$ cat src/rtl/xor_output_stage.sv
// XOR network output neuron: multiply, sum/saturate, classify.
// Three-stage valid/ready pipeline; each stage holds one sample and
// accepts new data when it is empty or its contents move on this cycle.
module xor_output_stage #(
  parameter int unsigned             WIDTH  = 16,
  parameter int unsigned             FRAC   = 8,
  parameter logic signed [WIDTH-1:0] THRESH = WIDTH'(16'h0080)
) (
  input  logic                    clk,
  input  logic                    rst,
  input  logic                    in_valid,
  output logic                    in_ready,
  input  logic signed [WIDTH-1:0] hidden1,
  input  logic signed [WIDTH-1:0] hidden2,
  input  logic signed [WIDTH-1:0] weight1,
  input  logic signed [WIDTH-1:0] weight2,
  input  logic signed [WIDTH-1:0] bias,
  output logic                    out_valid,
  input  logic                    out_ready,
  output logic signed [WIDTH-1:0] out_value,
  output logic                    out_bit,
  output logic                    overflow
);

  localparam int unsigned PROD_W = 2 * WIDTH;
  localparam int unsigned P_W    = 2 * WIDTH - FRAC;
  localparam int unsigned SUM_W  = P_W + 2;

  // Stage S1: scaled products and bias
  logic                    s1_valid;
  logic signed [P_W-1:0]   s1_p1;
  logic signed [P_W-1:0]   s1_p2;
  logic signed [WIDTH-1:0] s1_bias;

  // Stage S2: saturated sum
  logic                    s2_valid;
  logic signed [WIDTH-1:0] s2_value;
  logic                    s2_ovf;

  // Handshake: a stage loads when empty or when its contents advance
  logic s1_load_c, s1_adv_c;
  logic s2_load_c, s2_adv_c;
  logic s3_load_c, s3_adv_c;
  logic accept_c;

  assign s3_adv_c  = out_valid && out_ready;
  assign s3_load_c = !out_valid || s3_adv_c;
  assign s2_adv_c  = s2_valid && s3_load_c;
  assign s2_load_c = !s2_valid || s2_adv_c;
  assign s1_adv_c  = s1_valid && s2_load_c;
  assign s1_load_c = !s1_valid || s1_adv_c;
  assign in_ready  = s1_load_c;
  assign accept_c  = in_valid && s1_load_c;

  // Full-precision products; dropping the low FRAC bits is an arithmetic
  // shift right that rounds toward minus infinity
  logic signed [PROD_W-1:0] prod1_c;
  logic signed [PROD_W-1:0] prod2_c;
  logic                     unused_frac_c;

  assign prod1_c       = PROD_W'(hidden1) * PROD_W'(weight1);
  assign prod2_c       = PROD_W'(hidden2) * PROD_W'(weight2);
  assign unused_frac_c = ^{prod1_c[FRAC-1:0], prod2_c[FRAC-1:0]};

  // S1 register: products and bias captured on acceptance
  always_ff @(posedge clk or posedge rst) begin
    if (rst) begin
      s1_valid <= 1'b0;
      s1_p1    <= '0;
      s1_p2    <= '0;
      s1_bias  <= '0;
    end else begin
      if (s1_load_c) begin
        s1_valid <= in_valid;
      end
      if (accept_c) begin
        s1_p1   <= prod1_c[PROD_W-1:FRAC];
        s1_p2   <= prod2_c[PROD_W-1:FRAC];
        s1_bias <= bias;
      end
    end
  end

  // Sum wide enough that three operands cannot wrap
  logic signed [SUM_W-1:0] sum_c;
  logic signed [WIDTH-1:0] sat_c;
  logic                    sat_ovf_c;

  assign sum_c = SUM_W'(s1_p1) + SUM_W'(s1_p2) + SUM_W'(s1_bias);

  // Clamp to the WIDTH-bit signed range when the upper bits are not a pure sign extension
  always_comb begin
    sat_c     = sum_c[WIDTH-1:0];
    sat_ovf_c = 1'b0;
    if (!(&sum_c[SUM_W-1:WIDTH-1]) && (|sum_c[SUM_W-1:WIDTH-1])) begin
      sat_ovf_c = 1'b1;
      sat_c     = sum_c[SUM_W-1] ? {1'b1, {(WIDTH-1){1'b0}}}
                                 : {1'b0, {(WIDTH-1){1'b1}}};
    end
  end

  // S2 register: saturated sum and overflow flag
  always_ff @(posedge clk or posedge rst) begin
    if (rst) begin
      s2_valid <= 1'b0;
      s2_value <= '0;
      s2_ovf   <= 1'b0;
    end else begin
      if (s2_load_c) begin
        s2_valid <= s1_valid;
      end
      if (s1_adv_c) begin
        s2_value <= sat_c;
        s2_ovf   <= sat_ovf_c;
      end
    end
  end

  // S3 register: result held stable until the consumer takes it
  always_ff @(posedge clk or posedge rst) begin
    if (rst) begin
      out_valid <= 1'b0;
      out_value <= '0;
      out_bit   <= 1'b0;
      overflow  <= 1'b0;
    end else begin
      if (s3_load_c) begin
        out_valid <= s2_valid;
      end
      if (s2_adv_c) begin
        out_value <= s2_value;
        out_bit   <= (s2_value >= THRESH);
        overflow  <= s2_ovf;
      end
    end
  end

endmodule
$ cat config.mk
export PLATFORM = sky130hd
export DESIGN_NAME = xor_output_stage
export DESIGN_NICKNAME = d
export VERILOG_FILES = /design/src/rtl/xor_output_stage.sv
export SDC_FILE = /design/constraint.sdc
export NUM_CORES = 2
export LEC_CHECK = 0
export CAP_MARGIN = 10
export CORE_MARGIN = 10
export CORE_UTILIZATION = 30
export CTS_CLUSTER_SIZE = 14
export DETAILED_ROUTE_END_ITERATION = 10
export SETUP_SLACK_MARGIN = 0.1
export SLEW_MARGIN = 20
export SYNTH_ARGS = -nofsm -noshare
export SYNTH_HDL_FRONTEND = slang
export SYNTH_SLANG_ARGS = --single-unit
export TNS_END_PERCENT = 100
$ cat constraint.sdc
create_clock -name clk -period 3.9 [get_ports clk]
set_input_delay 0.39 -clock clk [delete_from_list [all_inputs] [get_ports clk]]
set_output_delay 0.39 -clock clk [all_outputs]
set_load 0.1 [all_outputs]
Yosys cells after proc, flatten, opt, wreduce, memory -nomap -nowiden
Index checks and enable logic that the tools add are counted.

Bits in latches: 0. Input bits: 84. Register bits: 102. RAM bits: 0. Word-level logic and storage cells: 33. Memories: 0. Output and inout port bits: 20. ROM bits: 0.

Bitwise operators: 0. Magnitude comparators: 1. Multiply operators: 2. Muxes and demuxes: 3. Reduce and logical (&&, ||, !) cells: 14. Eq/ne operators: 0. Shift-type cells: 0. Div/mod/pow operators: 0. Add/subtract/negate cells: 2.

Operator list (number): $mul 16x16->32 (2); $mux 16 (2); $add 25x16->26 (1); $add 24x24->25 (1); $ge 16x9->1 const B (1); $reduce_and 11->1 (1); $reduce_or 11->1 (1); $logic_and 1x1->1 (5); $logic_not 1->1 (4); $logic_or 1x1->1 (3); $mux 1 (1).

Depth between registers and ports, before layout
Word-level depth: 7. Gate-level depth with buffers: 24. Gate-level depth less buffers: 23.

Worst setup path before layout
OpenSTA, ideal clock, no wires.

Path type: input to register. From: in hidden1[7]. To: reg s1_p1[23]. Path buffers: 1. Library setup time: 0.129 ns. Required time: 3.771 ns. Slack: -2.291 ns. Stages: 24. Data arrival time: 6.062 ns. Path through: clkbuf_1 > nand2_1 > fa_1 > inv_1 > fa_1 > inv_1 > fa_1 > inv_1 > fa_1 > fa_1 > inv_1 > fa_1 > inv_1 > ha_1 > a21o_1 > a211oi_1 > o21ai_0 > nor2_1 > o21ai_1 > a211oi_1 > nor3_1 > a2111oi_0 > xnor2_1 > o21ai_1.

Word-level cells in the longest chain between the ends: 1.

RTL lines: start, declared (line 13) `input logic signed [WIDTH-1:0] hidden1,`; $mul 16x16->32 (line 61) `assign prod1_c = PROD_W'(hidden1) * PROD_W'(weight1);`; end signal, assigned (line 77) `s1_p1 <= prod1_c[PROD_W-1:FRAC];`; end, declared (line 31) `logic signed [P_W-1:0] s1_p1;`.

No other way between the ends. A chain may end at the register's enable or synchronous reset.

Final worst setup path
From: in hidden2[6]. To: reg s1_p2[23].

Word-level cells in the longest chain between the ends: 1.

RTL lines: start, declared (line 14) `input logic signed [WIDTH-1:0] hidden2,`; $mul 16x16->32 (line 62) `assign prod2_c = PROD_W'(hidden2) * PROD_W'(weight2);`; end signal, assigned (line 78) `s1_p2 <= prod2_c[PROD_W-1:FRAC];`; end, declared (line 32) `logic signed [P_W-1:0] s1_p2;`.

No other way between the ends.

==> out/results.txt <==
Fin Clk Skew: 0.0116 ns
Die height: 305 um
Initial Util: 0.303
Post-synthesis sequential area ratio: 0.104
First-pass GRT wire length: 102000 um
Initial antenna violation count: 2
Area delta synth->final: 33.0%
Status: complete, but fails checks
Fin nets: 3878
Synth Instances: 2563
CP dominant cell by count: fa_1
Syn Area/Cell: 9.53 um^2
Antenna diodes: 0
Worst path slowest cell: fa_1
Final setup fails: 60
Hold Path Origin: s1_p1[0]
Total clock sinks: 102
Minimum clock period: 5.70 ns
Final Hold Fails: 0
TritonCTS clock tree: built
Routed WL per cell: 14.6 um
R2R Path End: s2_value[1]
WHS Endpoint: s1_p1[0]
Routed vias: 18300
Clock-pin slew on the worst setup and hold paths: 0.08 ns
Deepest clock path buffer count: 2
Clock root cell: clkbuf_16
H-tree Lvls: 3
Tightest Pin Transition: 1.01 ns
DIE WIDTH: 305 um
Final setup margin: -1.80 ns
Reg2reg path depth: 14
Worst Path Max Fanout: 6
GRT Total Usage: 0.132
Highest Clock Rate: 175 MHz
Synth unique cells: 64
Worst R2R Start: s1_p1[15]
Startpoint types: input port
DR vias/cell: 4.43
Drc violations: 0
Flop2flop setup slack: -0.03 ns
Core area: 80700 um^2
Fill cells: 7968
Hold crit path type: reg2reg
Drt initial violations: 699
Hpwl dp: 50900 um
RSZ-0062 raised after global routing: true
CTS Buf Count: 9
Tcrit/Tclk final: 1.46
Worst Setup Path Type: in2reg
# IOs: 104
Violated checks: negative setup slack
Syn Nets: 3376
Worst skew pair latency: 0.36 ns
# hold bufs at CTS: 0
Top_reg_cell synth: dfrtp_1
FP Rows: 104
Number of port buffers: 103
Warnings from Yosys: 0
Cell-by-cell listing of the critical path: buf_2 -> and2_4 -> fa_1 -> inv_2 -> fa_2 -> fa_2 -> fa_1 -> inv_1 -> fa_1 -> fa_1 -> ha_4 -> and3_4 -> a221o_1 -> a31oi_4 -> a21o_1 -> a31oi_4 -> a41o_4 -> o41ai_4 -> xnor2_1 -> o21ai_1
Initial DRT Pass Iterations: 5
CP peak stage delay: 0.55 ns
Mapped Area: 24400 um^2
RD Place Congestion: 0.859
Post-synthesis async set-or-reset flop share: 1.00
Die area: 93200 um^2
Post-synth EDFFs: 0
Global route overflow: 0
Hold Worst Slack: 0.493 ns
Cells on Worst Hold Path: 2
Final WL: 60300 um
Critical path required time: 4.11 ns
Worst slew margin: 0.327
Largest net degree at the start of global routing: 87
Crit path arrival time: 5.91 ns
Vias in the first global route: 20000
Max cap viols: 0
Share of layout cells above drive strength 1: 0.290
Antenna Violating Nets Remaining: 0
Pins Over Slew Limit: 0
Kind of end point of the critical path: register
Register bit total from synthesis: 102
registers in the layout (all words and copies together) (netlist names):
signal,count
overflow,1
s1_p2,24
out_value,16
s2_valid,1
s1_p1,24
s1_bias,16
s2_value,16
out_bit,1
out_valid,1
s2_ovf,1
s1_valid,1
worst max-delay path by stage:
stage / to / cells past startpoint / slack (ns) / start
after floorplan: s1_p2[23] / 20 / -1.82 / hidden2[6]
after global placement: s1_p1[23] / 23 / -2.61 / hidden1[8]
after detailed placement: s1_p1[23] / 24 / -2.73 / weight1[4]
after CTS: s1_p2[23] / 23 / -1.80 / hidden2[7]
after global routing: s1_p2[23] / 23 / -1.97 / hidden2[7]
final: s1_p2[23] / 20 / -1.80 / hidden2[6]
cells in the final DEF, fill, tap and decap left out, types with 9 or more instances in the layout:
| master | n |
|---|---|
| inv_1 | 565 |
| fa_1 | 515 |
| buf_4 | 347 |
| nand2_1 | 282 |
| and2_1 | 214 |
| ha_1 | 140 |
| buf_6 | 116 |
| dfrtp_1 | 100 |
| nor2_1 | 58 |
| xnor2_1 | 41 |
| clkdlybuf4s50_1 | 40 |
| inv_2 | 38 |
| and2_4 | 36 |
| mux2_2 | 35 |
| ha_4 | 33 |
| o21ai_1 | 32 |
| fa_2 | 32 |
| a21oi_2 | 29 |
| buf_2 | 27 |
| o21ai_0 | 24 |
| nand2b_1 | 23 |
| a21o_1 | 22 |
| a21oi_1 | 21 |
| nand2_2 | 17 |
| buf_12 | 16 |
| xor2_1 | 15 |
| nand2_4 | 13 |
| xnor2_2 | 11 |
| o21ai_2 | 10 |
| ha_2 | 9 |
| clkbuf_16 | 9 |
| buf_8 | 9 |
through the flow:
stage / cells / util / setup slack (ns) / area [um^2] / TNS, ns
after CTS: 4113 / 0.395 / -1.80 / 31900 / -66.02
final: 4130 / 0.403 / -1.80 / 32500 / -65.94
after detailed placement: 4015 / 0.369 / -2.73 / 29800 / -108.87
after floorplan: 2563 / - / -1.82 / 25200 / -58.17
after global placement: 4015 / 0.369 / -2.61 / 29800 / -105.39
after global routing: 4130 / 0.403 / -1.97 / 32500 / -76.16
final cells by class:
cell class	instances	area, um^2	area share
Clock buffer	9	225	0.00693
Clock inverter	7	81.3	0.00250
Inverter	605	2280	0.0701
Multi-Input combinational cell	1775	20900	0.644
Sequential cell	102	2550	0.0786
Tap cell	1060	1330	0.0408
Timing Repair Buffer	572	5110	0.157
worst max-delay path, delay by kind of cell:
kind	cells	cell delay, ns
AND/OR/NAND/NOR	2	0.33
XOR/XNOR	1	0.16
adder cells (fa/ha/maj)	7	3.26
AO/OA/AOI/OAI	7	1.53
buffers and inverters	3	0.25
routing by layer:
| metal | track usage | up-vias | share of wire |
|---|---|---|---|
| li1 | - | 8642 | - |
| met1 | 0.176 | 9423 | 0.45 |
| met2 | 0.234 | 195 | 0.51 |
| met3 | 0.0118 | 44 | 0.024 |
| met4 | 0.0226 | 0 | 0.016 |
| met5 | 0 | - | 0 |
kinds of logic after synthesis:
group,share of synthesized area
adder cells (fa/ha/maj),0.541
AND/OR/NAND/NOR,0.145
buffers and inverters,0.106
AO/OA/AOI/OAI,0.0588
flip-flops,0.104
XOR/XNOR,0.0276
multiplexers,0.0170
synth_stat cells (4+ instances only):
cell | instances | area [um^2]
o21ai_1 | 7 | 35.0
nor3_1 | 10 | 50.1
inv_1 | 605 | 2270
mux2_2 | 35 | 394
and2_1 | 250 | 1560
a21oi_1 | 46 | 230
nand2_1 | 311 | 1170
a21o_1 | 22 | 165
a31oi_1 | 8 | 50.1
nand3_1 | 11 | 55.1
o21a_1 | 9 | 67.6
a211oi_1 | 9 | 67.6
xor2_1 | 19 | 166
o31ai_1 | 4 | 30.0
nor2_1 | 64 | 240
and3_1 | 8 | 50.1
xnor2_1 | 56 | 490
o21ai_0 | 64 | 320
o21bai_1 | 10 | 75.1
nor2b_1 | 4 | 25.0
a21oi_2 | 11 | 96.3
clkbuf_1 | 78 | 293
dfrtp_1 | 102 | 2550
or3_1 | 10 | 62.6
nand2b_1 | 24 | 150
nand4_1 | 7 | 43.8
fa_1 | 547 | 11000
ha_1 | 182 | 2280
repair_timing:
action | CTS | global route
gates resized for setup | 543 | 131
setup endpoints to repair | 64 | 64
pin swaps | 208 | 131
buffers inserted | 75 | 20
cloned | 9 | 0
Power is not shown: default switching activity piles up to over one toggle a cycle in this logic, so the estimate is an artifact.
